## config.mk

```make
export PLATFORM = sky130hd
export DESIGN_NAME = dmem_arbiter
export DESIGN_NICKNAME = d
export VERILOG_FILES = /design/src/rtl/dmem_arb_pkg.sv /design/src/rtl/dmem_byte_merge.sv /design/src/rtl/dmem_arbiter.sv
export SDC_FILE = /design/constraint.sdc
export NUM_CORES = 1
export LEC_CHECK = 0
export BUFFER_PORTS_ARGS = -buffer_cell sky130_fd_sc_hd__buf_2
export CAP_MARGIN = 10
export CORE_MARGIN = 2
export CORE_UTILIZATION = 45
export CTS_CLUSTER_DIAMETER = 120
export DETAILED_ROUTE_END_ITERATION = 10
export PLACE_DENSITY = 0.72
export SLEW_MARGIN = 25
export SYNTH_ARGS = -nofsm -noshare
export SYNTH_HDL_FRONTEND = slang
export SYNTH_HIERARCHICAL = 1
export SYNTH_SLANG_ARGS = --single-unit
```

## constraint.sdc

```tcl
create_clock -name clk -period 9.7 [get_ports clk]
set_input_delay 1.94 -clock clk [delete_from_list [all_inputs] [get_ports clk]]
set_output_delay 1.94 -clock clk [all_outputs]
set_load 0.05 [all_outputs]
```

## src/rtl/dmem_arb_pkg.sv

```systemverilog
// dmem_arb_pkg: shared types and constants for the data-memory arbiter
package dmem_arb_pkg;
   localparam int NUM_REQ_DEF = 2;
   localparam int AW_DEF = 32;
   localparam int DW_DEF = 32;
   localparam logic [DW_DEF/8-1:0] BE_FULL = '1;
   localparam logic [DW_DEF/8-1:0] BE_NONE = '0;
   typedef enum logic [2:0] {IDLE, RD, RMW_RD, RMW_WR, WR, RESP} state_t;
endpackage

```

## src/rtl/dmem_byte_merge.sv

```systemverilog
// dmem_byte_merge: per-byte select between old and new word under a byte mask
module dmem_byte_merge #(
   parameter int DW = 32
) (
   input  logic [DW-1:0]   old_i,
   input  logic [DW-1:0]   new_i,
   input  logic [DW/8-1:0] be_i,
   output logic [DW-1:0]   merged_o
);
   for (genvar b = 0; b < DW/8; b++) begin : g_byte
      assign merged_o[8*b +: 8] = be_i[b] ? new_i[8*b +: 8] : old_i[8*b +: 8];
   end
endmodule

```

## src/rtl/dmem_arbiter.sv

```systemverilog
// dmem_arbiter: round-robin sharing of one data memory between two requesters
module dmem_arbiter
   import dmem_arb_pkg::*;
#(
   parameter int NUM_REQ = NUM_REQ_DEF,
   parameter int AW = AW_DEF,
   parameter int DW = DW_DEF
) (
   input  logic                          clk,
   input  logic                          rst,
   input  logic [NUM_REQ-1:0]            req_valid,
   output logic [NUM_REQ-1:0]            req_ready,
   input  logic [NUM_REQ-1:0]            req_we,
   input  logic [NUM_REQ-1:0][DW/8-1:0]  req_be,
   input  logic [NUM_REQ-1:0][AW-1:0]    req_addr,
   input  logic [NUM_REQ-1:0][DW-1:0]    req_wdata,
   output logic [NUM_REQ-1:0]            resp_valid,
   output logic [DW-1:0]                 resp_rdata,
   output logic                          mem_we,
   output logic                          mem_re,
   output logic [AW-1:0]                 mem_addr,
   output logic [DW-1:0]                 mem_wdata,
   input  logic [DW-1:0]                 mem_rdata,
   output logic                          busy
);
   state_t          state_q, state_d;
   logic            gnt, gnt_q, last_q, accept;
   logic [DW/8-1:0] be_q;
   logic [AW-1:0]   addr_q, maddr_q;
   logic [DW-1:0]   wdata_q, old_q, rdata_q, mwdata_q, merged;

   dmem_byte_merge #(.DW(DW)) u_merge (
      .old_i    (old_q),
      .new_i    (wdata_q),
      .be_i     (be_q),
      .merged_o (merged)
   );

   // pick the requester: the sole valid one, or the one not granted last time
   always_comb begin
      gnt = (req_valid[0] & req_valid[1]) ? ~last_q : req_valid[1];
      accept = (state_q == IDLE) & (|req_valid) & ~rst;
   end

   // next state and all outputs; mem address/data hold their last driven value when idle
   always_comb begin
      state_d = state_q;
      unique case (state_q)
         IDLE:           if (accept) state_d = !req_we[gnt] ? RD :
                                               (req_be[gnt] == BE_FULL) ? WR :
                                               (req_be[gnt] == BE_NONE) ? RESP : RMW_RD;
         RMW_RD:         state_d = RMW_WR;
         RD, RMW_WR, WR: state_d = RESP;
         default:        state_d = IDLE;
      endcase
      req_ready = accept ? NUM_REQ'(1) << gnt : '0;
      resp_valid = (state_q == RESP) ? NUM_REQ'(1) << gnt_q : '0;
      mem_re = (state_q == RD) | (state_q == RMW_RD);
      mem_we = (state_q == WR) | (state_q == RMW_WR);
      mem_addr = (mem_re | mem_we) ? addr_q : maddr_q;
      mem_wdata = (state_q == WR) ? wdata_q : (state_q == RMW_WR) ? merged : mwdata_q;
      resp_rdata = rdata_q;
      busy = state_q != IDLE;
   end

   // state register
   always_ff @(posedge clk or posedge rst) begin
      if (rst) state_q <= IDLE;
      else state_q <= state_d;
   end

   // request latch, read captures and held memory-bus values
   always_ff @(posedge clk or posedge rst) begin
      if (rst) begin
         gnt_q <= 1'b0;
         last_q <= 1'b1;
         be_q <= '0;
         addr_q <= '0;
         wdata_q <= '0;
         old_q <= '0;
         rdata_q <= '0;
         maddr_q <= '0;
         mwdata_q <= '0;
      end else begin
         if (accept) begin
            gnt_q <= gnt;
            last_q <= gnt;
            be_q <= req_be[gnt];
            addr_q <= req_addr[gnt] & ~AW'(3);
            wdata_q <= req_wdata[gnt];
         end
         if (state_q == RD) rdata_q <= mem_rdata;
         if (state_q == RMW_RD) old_q <= mem_rdata;
         if (mem_re | mem_we) maddr_q <= addr_q;
         if (mem_we) mwdata_q <= mem_wdata;
      end
   end
endmodule

```

==> run metrics, run 1 <==
status finished, final reports clean; hold wc startpoint mwdata_q[25]$_DFFE_PP0P_; Worst-Skew Late Latency around 430 ps; GR Overflow Total 0; Setup crit end kind output port; R2R depth 5; Hold Slack approximately 470 ps; area grow syn2layout 22.9%; hold path endpoint mwdata_q[25]$_DFFE_PP0P_; largest family of logic cells by synthesized area multiplexers; Core Box Area ~0.019 mm²; CTS tree yes; initial antenna violation count 0; post-synthesis xor/xnor area fraction 0%; multi-input logic area 0.00366 mm²; Compound-Gate Fraction of Synth Area 7.37%; die area approximately 0.021 mm²; Worst Path Required approximately 7800 ps; routability cong. a little under 0.8; Reg2Reg Setup Slack ~7100 ps; drc violations 0; root buffer cell clkbuf_16; synthesized area between 0.008 and 0.009 mm²; peak supply drop ~0.29 mV; Syn Area/Cell between 10 and 15 µm²; port bufs roughly 270; Synth Instances 737; Via Count around 6300; crit path launch type input pin; post-route ant nets 0; Synth Area in Adders 0%; cts hold-fix bufs 0; unrepaired setup endpoints after global routing false; worst hold path type reg -> reg; Final Max Slew Viols 0; final hold violation count 0; overall routed net length 20600 µm; Setup Skew around 13 ps; CTS Buf Count 17; post_cts resized 0; worst hold path stage count 2; synthesized flop and latch total 199; Max Cap Viol 0; WS Path Type in -> out; Post-Syn Nets 911; Setup TNS 0 ps; Tmin final 6050 ps; Post-Place Setup Slack 3630 ps; setup repair bufs after CTS 0; row count 51; H-tree depth 4; Reg-to-Reg Start state_q[1]$_DFFE_PP0P_; drt wl/cell 16.3 µm; r2r endpoint gnt_q$_DFFE_PP0P_; Worst-Margin Slew slightly below 1000 ps; # setup viols final 0; DR vias/cell about 5.0; DIE HEIGHT around 140 µm; clock transition at the registers of the reported paths roughly 70 ps; multiplexer area fraction after synthesis 24.7%; post-synthesis sequential area ratio between 50% and 60%; synthesis warning total 6; vias in the first global route between 6000 and 7000; post-synth cell types 38; Worst slew margin 34.3%; CP Data Arrival Time a little over 4000 ps; first-pass GRT wire length 33500 µm; Static Leak 5.73 nW; post-route setup slack 3650 ps; layout cell share with drive strength beyond 1 44.6%; Reg area about 0.005 mm²; largest net degree at the start of global routing 125; number of DRC markers in iteration 0 between 200 and 300; Die X roughly 140 µm; Synth Area in Simple Gates 8.51%; HPWL after detailed placement 13900 µm; pwr dens about 400 mW/mm²; Layout Nets 1160; CP max FO 76; period utilisation layout between 60% and 70%; num ports about 280; Tot GR Track Use 20.0%; Fill cells ~1600; antenna cells 0; Starting Density between 40% and 50%; DRT Pass-1 Iters 5; Max Root-Sink Buffers 2; Max Clock Freq about 170 MHz; CTS Sinks around 200
[power breakdown]
group	switching, W	total (W)	internal [W]
sequential	0.000219	0.00144	0.00122
combinational	0.00155	0.00231	0.000762
clock	0.000341	0.000684	0.000343
total	0.00211	0.00443	0.00232
[cell usage after synthesis (all sizes together)]
library cell | count | share of area (%)
dfstp | 1 | 0.29
or4 | 1 | 0.084
mux2i | 67 | 7.5
a32oi | 1 | 0.098
a21boi | 1 | 0.084
o21bai | 1 | 0.084
and4b | 1 | 0.11
dfrtp | 198 | 55
nand2 | 163 | 6.8
a31o | 1 | 0.098
nor4 | 1 | 0.070
nand2b | 1 | 0.070
a21oi | 1 | 0.056
or2 | 1 | 0.098
o21ai | 67 | 3.8
nor4b | 1 | 0.098
and2 | 1 | 0.070
inv | 3 | 0.13
nor2b | 3 | 0.21
a21o | 2 | 0.17
nor3b | 2 | 0.28
nand4 | 2 | 0.14
clkbuf | 14 | 0.63
mux2 | 126 | 17
o21a | 1 | 0.084
or3 | 1 | 0.13
o31ai | 1 | 0.14
nor2 | 5 | 0.21
and3b | 1 | 0.098
a221o | 1 | 0.11
buf | 35 | 2.9
a22oi | 32 | 2.7
[registers in the layout, summed over array words and instances, names as in the netlist, 3 cells and up]
name	flops
addr_q	30
mwdata_q	32
wdata_q	32
state_q	3
old_q	32
maddr_q	32
resp_rdata	32
be_q	4
[cell type report]
cell class	count	area share, %
well taps	265	3.02
repair buffers	279	12.9
clock buffers	19	3.94
flip-flops and latches	199	45.4
multi-input cells	486	33.4
clock inverters	13	1.20
inverters	3	0.171
[per-layer routing]
metal / track usage [%] / routed length (µm)
met1: 26.8 / 9230
met2: 32.8 / 9820
met3: 5.16 / 1310
met4: 4.85 / 240
met5: 0 / 0
[worst max-delay path by stage]
stage                     slack [ps]                     end  cells after the start          from
after floorplan                 2340  addr_q[10]$_DFFE_PP0P_                      1           rst
after global placement          3650            req_ready[1]                      6  req_valid[0]
after detailed placement        3630            req_ready[1]                      6  req_valid[0]
after CTS                       3620            req_ready[1]                      6  req_valid[0]
after global routing            3470            req_ready[1]                      6  req_valid[0]
final                           3650            req_ready[1]                      6  req_valid[0]
[through the flow]
stage | instance area, µm² | total power, W | instances | util, %
floorplan | 8930 | 0.00330 | 737 | -
global placement | 10400 | 0.00374 | 1232 | 53.5
detailed placement | 10400 | 0.00379 | 1232 | 53.5
CTS | 11000 | 0.00448 | 1264 | 56.4
global route | 11000 | 0.00468 | 1264 | 56.4
finish | 11000 | 0.00443 | 1264 | 56.4
[cells by family (layout without fill, tap and decap cells)]
kind of cell | after synthesis | count (layout)
AO/OA/AOI/OAI | 109 | 109
AND/OR/NAND/NOR | 184 | 184
flip-flops | 199 | 199
buffers and inverters | 52 | 314
multiplexers | 193 | 193
[layout by cell type (no fill, tap or decap), types with 5 or more instances in the layout]
master,n
clkbuf_16,17
mux2_2,93
buf_4,6
a22oi_1,32
nand2_1,162
mux2i_1,67
buf_2,272
mux2_4,32
dfrtp_1,198
o21ai_1,40
inv_8,5
o21ai_0,27
[worst max-delay path, cell delays in order]
cell and delay (ps):
buf_2 120, o21bai_1 230, or2_4 690, buf_4 600, nor2b_1 180, buf_2 260
No activity file was read; power rests on OpenSTA's default activity.
==> run 2: changes to the inputs <==
==> constraint.sdc (replaced) <==
create_clock -name clk -period 5.8 [get_ports clk]
set_input_delay 1.16 -clock clk [delete_from_list [all_inputs] [get_ports clk]]
set_output_delay 1.16 -clock clk [all_outputs]
set_load 0.05 [all_outputs]
==> run metrics, run 2 (synthesis gave the netlist of run 1 again) <==
routability cong. 0.774 (+0.51%); DR vias/cell 5.03 (+1.1%); Worst slew margin 33.9% (-0.44 points); cell with the largest stage delay on the worst path nor2_4; commonest non-fill, non-tap cell in the layout buf_2; crit path launch type flop; post_cts resized 0 (unchanged); Final Max Slew Viols 0 (unchanged); post-route ant nets 0 (unchanged); Max Cap Viol 0 (unchanged); status finished, final reports clean; CP max FO 33 (-57%); worst hold path stage count 2 (unchanged); setup repair bufs after CTS 0 (unchanged); area grow syn2layout 22.8% (about the same); drt wl/cell 16.3 µm (about the same); WS Path Type reg -> out; layout cell share with drive strength beyond 1 44.8% (+0.16 points); vias in the first global route 6325 (-0.66%); Max Root-Sink Buffers 2 (unchanged); CTS Sinks 199 (unchanged); GR Overflow Total 0 (unchanged); number of DRC markers in iteration 0 233 (-22%); finished layout cell area 0.0110 mm² (about the same); final core utilization 56.4% (about the same); Via Count 6374 (+1.2%); HPWL after detailed placement 14500 µm (+4.1%); CTS Buf Count 17 (unchanged); Core Box Area 0.0195 mm² (unchanged); Setup TNS 0 ps (unchanged); CP peak stage delay 840 ps (+150 ps); worst-path cell chain and3b_2 -> nor2_4 -> nand2_1 -> nand2_1 -> buf_2; first-pass GRT wire length 33600 µm (+0.25%); non-filler instance count after layout 1266 (+0.16%); commonest cells after routing, fill and taps aside buf_2, dfrtp_1, nand2_1, mux2_2, mux2i_1; port bufs 272 (unchanged); Die X 145 µm (unchanged); Tmin final approximately 4000 ps; unrepaired setup endpoints after global routing false; R2R depth 5 (unchanged); worst hold path type reg -> reg; Setup crit end kind output port; Worst-Skew Late Latency 430 ps (about the same); pwr dens 673 mW/mm² (+67%); Hold Slack 467 ps (-4.50 ps); cts hold-fix bufs 0 (unchanged); Worst-Margin Slew 988 ps (+6.54 ps); Tot GR Track Use 20.2% (+0.16 points); CTS tree yes; Setup Skew 11.9 ps (-0.724 ps); DIE HEIGHT 145 µm (unchanged); drc violations 0 (unchanged); period utilisation layout 70.6%; Starting Density 45.9% (unchanged); crit-path most repeated cell nand2_1; Layout Nets 1161 (+0.086%); row count 51 (unchanged); num ports 277 (unchanged); placed instance count 1233 (+0.081%); clock transition at the registers of the reported paths 60 ps (about the same); overall routed net length 20600 µm (+0.18%); H-tree depth 4 (unchanged); # setup viols final 0 (unchanged); final hold violation count 0 (unchanged); CP Data Arrival Time 2940 ps (-1170 ps); Post-DP Area 0.0104 mm² (about the same); Worst Path Required 4640 ps (-3120 ps); largest net degree at the start of global routing 91 (-27%); Static Leak 5.71 nW (-0.36%); root buffer cell clkbuf_16; die area 0.0210 mm² (unchanged); DRT Pass-1 Iters 5 (unchanged); peak supply drop 0.411 mV (+41%); initial antenna violation count 1 (+1); Max Clock Freq roughly 240 MHz
[run 2: layer usage]
| metal | up-vias | routed length, µm | track usage, % |
|---|---|---|---|
| met5 | - | 0 | 0 |
| met4 | 0 | 232 | 5.20 |
| li1 | 3053 | - | - |
| met2 | 201 | 10100 | 34.0 |
| met3 | 16 | 1210 | 5.22 |
| met1 | 3104 | 9080 | 26.1 |
[run 2: layout make-up]
cell class              count  area (µm²)
fillers                  1681        8490
flip-flops and latches    199        4980
multi-input cells         486        3660
repair buffers            280        1420
clock buffers              19         443
well taps                 265         332
clock inverters            13         114
inverters                   3        15.0
diodes                      1        2.50
[run 2: path summary, 6_finish.rpt]
kind	from	end	slack, ps
worst max-delay path	state_q[1]$_DFFE_PP0P_	mem_wdata[12]	1700
worst min-delay path	mwdata_q[0]$_DFFE_PP0P_	mwdata_q[0]$_DFFE_PP0P_	470
worst max register to register	state_q[1]$_DFFE_PP0P_	state_q[2]$_DFFE_PP0P_	3210
worst min register to register	mwdata_q[0]$_DFFE_PP0P_	mwdata_q[0]$_DFFE_PP0P_	470
max in group asynchronous	rst	maddr_q[1]$_DFF_PP0_	3690
min in group asynchronous	rst	maddr_q[29]$_DFF_PP0_	870
[run 2: metrics by stage]
stage	worst slack, ps	total power [W]
final	1700	0.00738
after global routing	1480	0.00782
after CTS	1650	0.00747
after detailed placement	2000	0.00634
after global placement	2030	0.00625
after floorplan	2070	0.00552
[run 2: where the power goes]
group | total (W) | switching [W] | internal (W)
Combinational | 0.00387 | 0.00259 | 0.00127
Clock | 0.00112 | 0.000545 | 0.000574
Sequential | 0.00240 | 0.000364 | 0.00204
Total | 0.00738 | 0.00350 | 0.00388
[run 2: critical path: cells and delay by family, from the launching register on]
family | cells | cell delay, ps
flops | 1 | 500
buf+inv | 1 | 260
simple gates | 4 | 1700
==> run 3: changes to the inputs <==
--- a/config.mk
+++ b/config.mk
@@ -11,7 +11,7 @@
 export CORE_UTILIZATION = 45
 export CTS_CLUSTER_DIAMETER = 120
 export DETAILED_ROUTE_END_ITERATION = 10
-export PLACE_DENSITY = 0.72
+export PLACE_DENSITY = 0.74
 export SLEW_MARGIN = 25
 export SYNTH_ARGS = -nofsm -noshare
 export SYNTH_HDL_FRONTEND = slang
==> constraint.sdc (replaced) <==
create_clock -name clk -period 3.4 [get_ports clk]
set_input_delay 0.68 -clock clk [delete_from_list [all_inputs] [get_ports clk]]
set_output_delay 0.68 -clock clk [all_outputs]
set_load 0.05 [all_outputs]
==> run metrics, run 3 (synthesis gave the netlist of run 1 again) <==
status finished, final reports clean; Setup Skew 9.14 ps (-2.74 ps); Setup TNS 0 ps (unchanged); area grow syn2layout 24.6%; Final Max Slew Viols 0 (unchanged); num ports 277 (unchanged); Reg area 0.00498 mm² (unchanged); commonest cells after routing, fill and taps aside buf_2, dfrtp_1, nand2_1, mux2_2, mux2i_1; number of DRC markers in iteration 0 229 (-1.7%); overall routed net length 20800 µm (+0.66%); Max Root-Sink Buffers 2 (unchanged); Core Box Area 0.0195 mm² (unchanged); first-pass GRT wire length 33900 µm (+0.80%); Fill cells 1640 (-2.4%); Via Count 6418 (+0.69%); WS Path Type reg -> out; layout cell share with drive strength beyond 1 45.5% (+0.69 points); post-route setup slack 272 ps (-1430 ps); root buffer cell clkbuf_16; largest net degree at the start of global routing 110 (+21%); drt wl/cell 16.3 µm (about the same); crit path from state_q[1]$_DFFE_PP0P_; post-route ant nets 0 (unchanged); multi-input logic area 0.00366 mm² (about the same); Die X 145 µm (unchanged); cts hold-fix bufs 0 (unchanged); row count 51 (unchanged); die area 0.0210 mm² (unchanged); initial antenna violation count 0 (-1); Layout Nets 1170 (+0.78%); cell with the largest stage delay on the worst path dfrtp_1; CTS tree yes; final hold violation count 0 (unchanged); DRT Pass-1 Iters 6 (+1); CTS Sinks 199 (unchanged); peak supply drop 0.841 mV (+100%); Post-Place Setup Slack 571 ps (-1430 ps); unrepaired setup endpoints after global routing false; DIE HEIGHT 145 µm (unchanged); H-tree depth 4 (unchanged); Worst Path Required 2720 ps (-1920 ps); CTS Buf Count 17 (unchanged); routability cong. 0.748 (-3.3%); CP Data Arrival Time 2450 ps (-490 ps); GR Overflow Total 0 (unchanged); worst hold path type in -> async; Tmin final around 3100 ps; CP peak stage delay 510 ps (-330 ps); crit path launch type flop; Max Cap Viol 0 (unchanged); clock transition at the registers of the reported paths 70 ps (about the same); Worst slew margin 57.4% (+23 points); pwr dens 1160 mW/mm² (+72%); DR vias/cell 5.04 (about the same); R2R depth 5 (unchanged); vias in the first global route 6534 (+3.3%); CP max FO 21 (-36%); Max Clock Freq 320 MHz; Tot GR Track Use 20.2% (about the same); Starting Density 45.9% (unchanged); antenna cells 0 (-1); Worst-Skew Late Latency 430 ps (about the same); # setup viols final 0 (unchanged); crit-path most repeated cell nand2_1; Static Leak 5.80 nW (+1.5%); Reg-to-Reg Start state_q[1]$_DFFE_PP0P_; drc violations 0 (unchanged); port bufs 272 (unchanged); Worst-Margin Slew 638 ps (-350 ps); Setup crit end kind output port; commonest non-fill, non-tap cell in the layout buf_2; HPWL after detailed placement 14500 µm (+0.43%); worst-path cell chain and3b_2 -> nor2_4 -> buf_4 -> nand2_1 -> nand2_1 -> buf_2; period utilisation layout 92.0%
-- run 3: cell count changes in the layout (fill, tap and decap cells not counted) --
cell        delta
bufinv_16      +3
and2_1         -1
clkinv_2       -1
and2_2         +1
clkinvlp_4     -1
inv_6          +1
inv_8          -1
diode_2        -1
buf_4          +7
buf_12         +2
clkbuf_1       -1
-- run 3: metrics by stage --
stage          power (W)  area, µm²  utilization [%]  cells  hold slack [ps]
2_1_floorplan    0.00941       8940                -    737              440
3_3_place_gp      0.0107      10500             54.0   1242              452
3_5_place_dp      0.0109      10500             54.0   1242              457
4_1_cts           0.0130      11100             57.2   1274              162
5_1_grt           0.0137      11100             57.2   1274              164
6_report          0.0129      11100             57.2   1274              170
-- run 3: cell type report --
class | count | share of cell area, %
Timing Repair Buffer | 289 | 13.6
Inverter | 3 | 0.135
Clock buffer | 18 | 3.94
Tap cell | 265 | 2.98
Sequential cell | 199 | 44.7
Clock inverter | 14 | 1.70
Multi-Input combinational cell | 486 | 32.9
-- run 3: power by group --
part / internal [W] / total, W / switching, W
clock network: 0.00120 / 0.00214 / 0.000940
registers: 0.00347 / 0.00411 / 0.000636
logic: 0.00224 / 0.00667 / 0.00443
-- run 3: per-layer routing --
layer | track usage [%] | routed length, µm | vias up
met5 | 0 | 0 | -
met4 | 5.89 | 387 | 0
met3 | 5.53 | 1250 | 31
met2 | 34.0 | 10200 | 190
met1 | 25.5 | 8900 | 3116
li1 | - | - | 3081
-- run 3: path summary, 6_finish.rpt --
check | end | slack (ps)
hold reg to reg | mwdata_q[17]$_DFFE_PP0P_ | 470
setup / recovery | mem_wdata[3] | 270
hold / removal | state_q[2]$_DFFE_PP0P_ | 170
max in group asynchronous | resp_rdata[13]$_DFFE_PP0N_ | 2420
min in group clk | mwdata_q[17]$_DFFE_PP0P_ | 470
setup reg to reg | state_q[2]$_DFFE_PP0P_ | 1150
-- run 3: critical path, delay by kind of cell, from the launching register on --
kind | cells | cell delay [ps]
flops | 1 | 510
simple gates | 4 | 950
buf+inv | 2 | 550
-- run 3: repair_timing --
action | CTS | global route
buffers inserted | 0 | 0
gates resized for setup | 0 | 1
setup endpoints to repair | 0 | 20
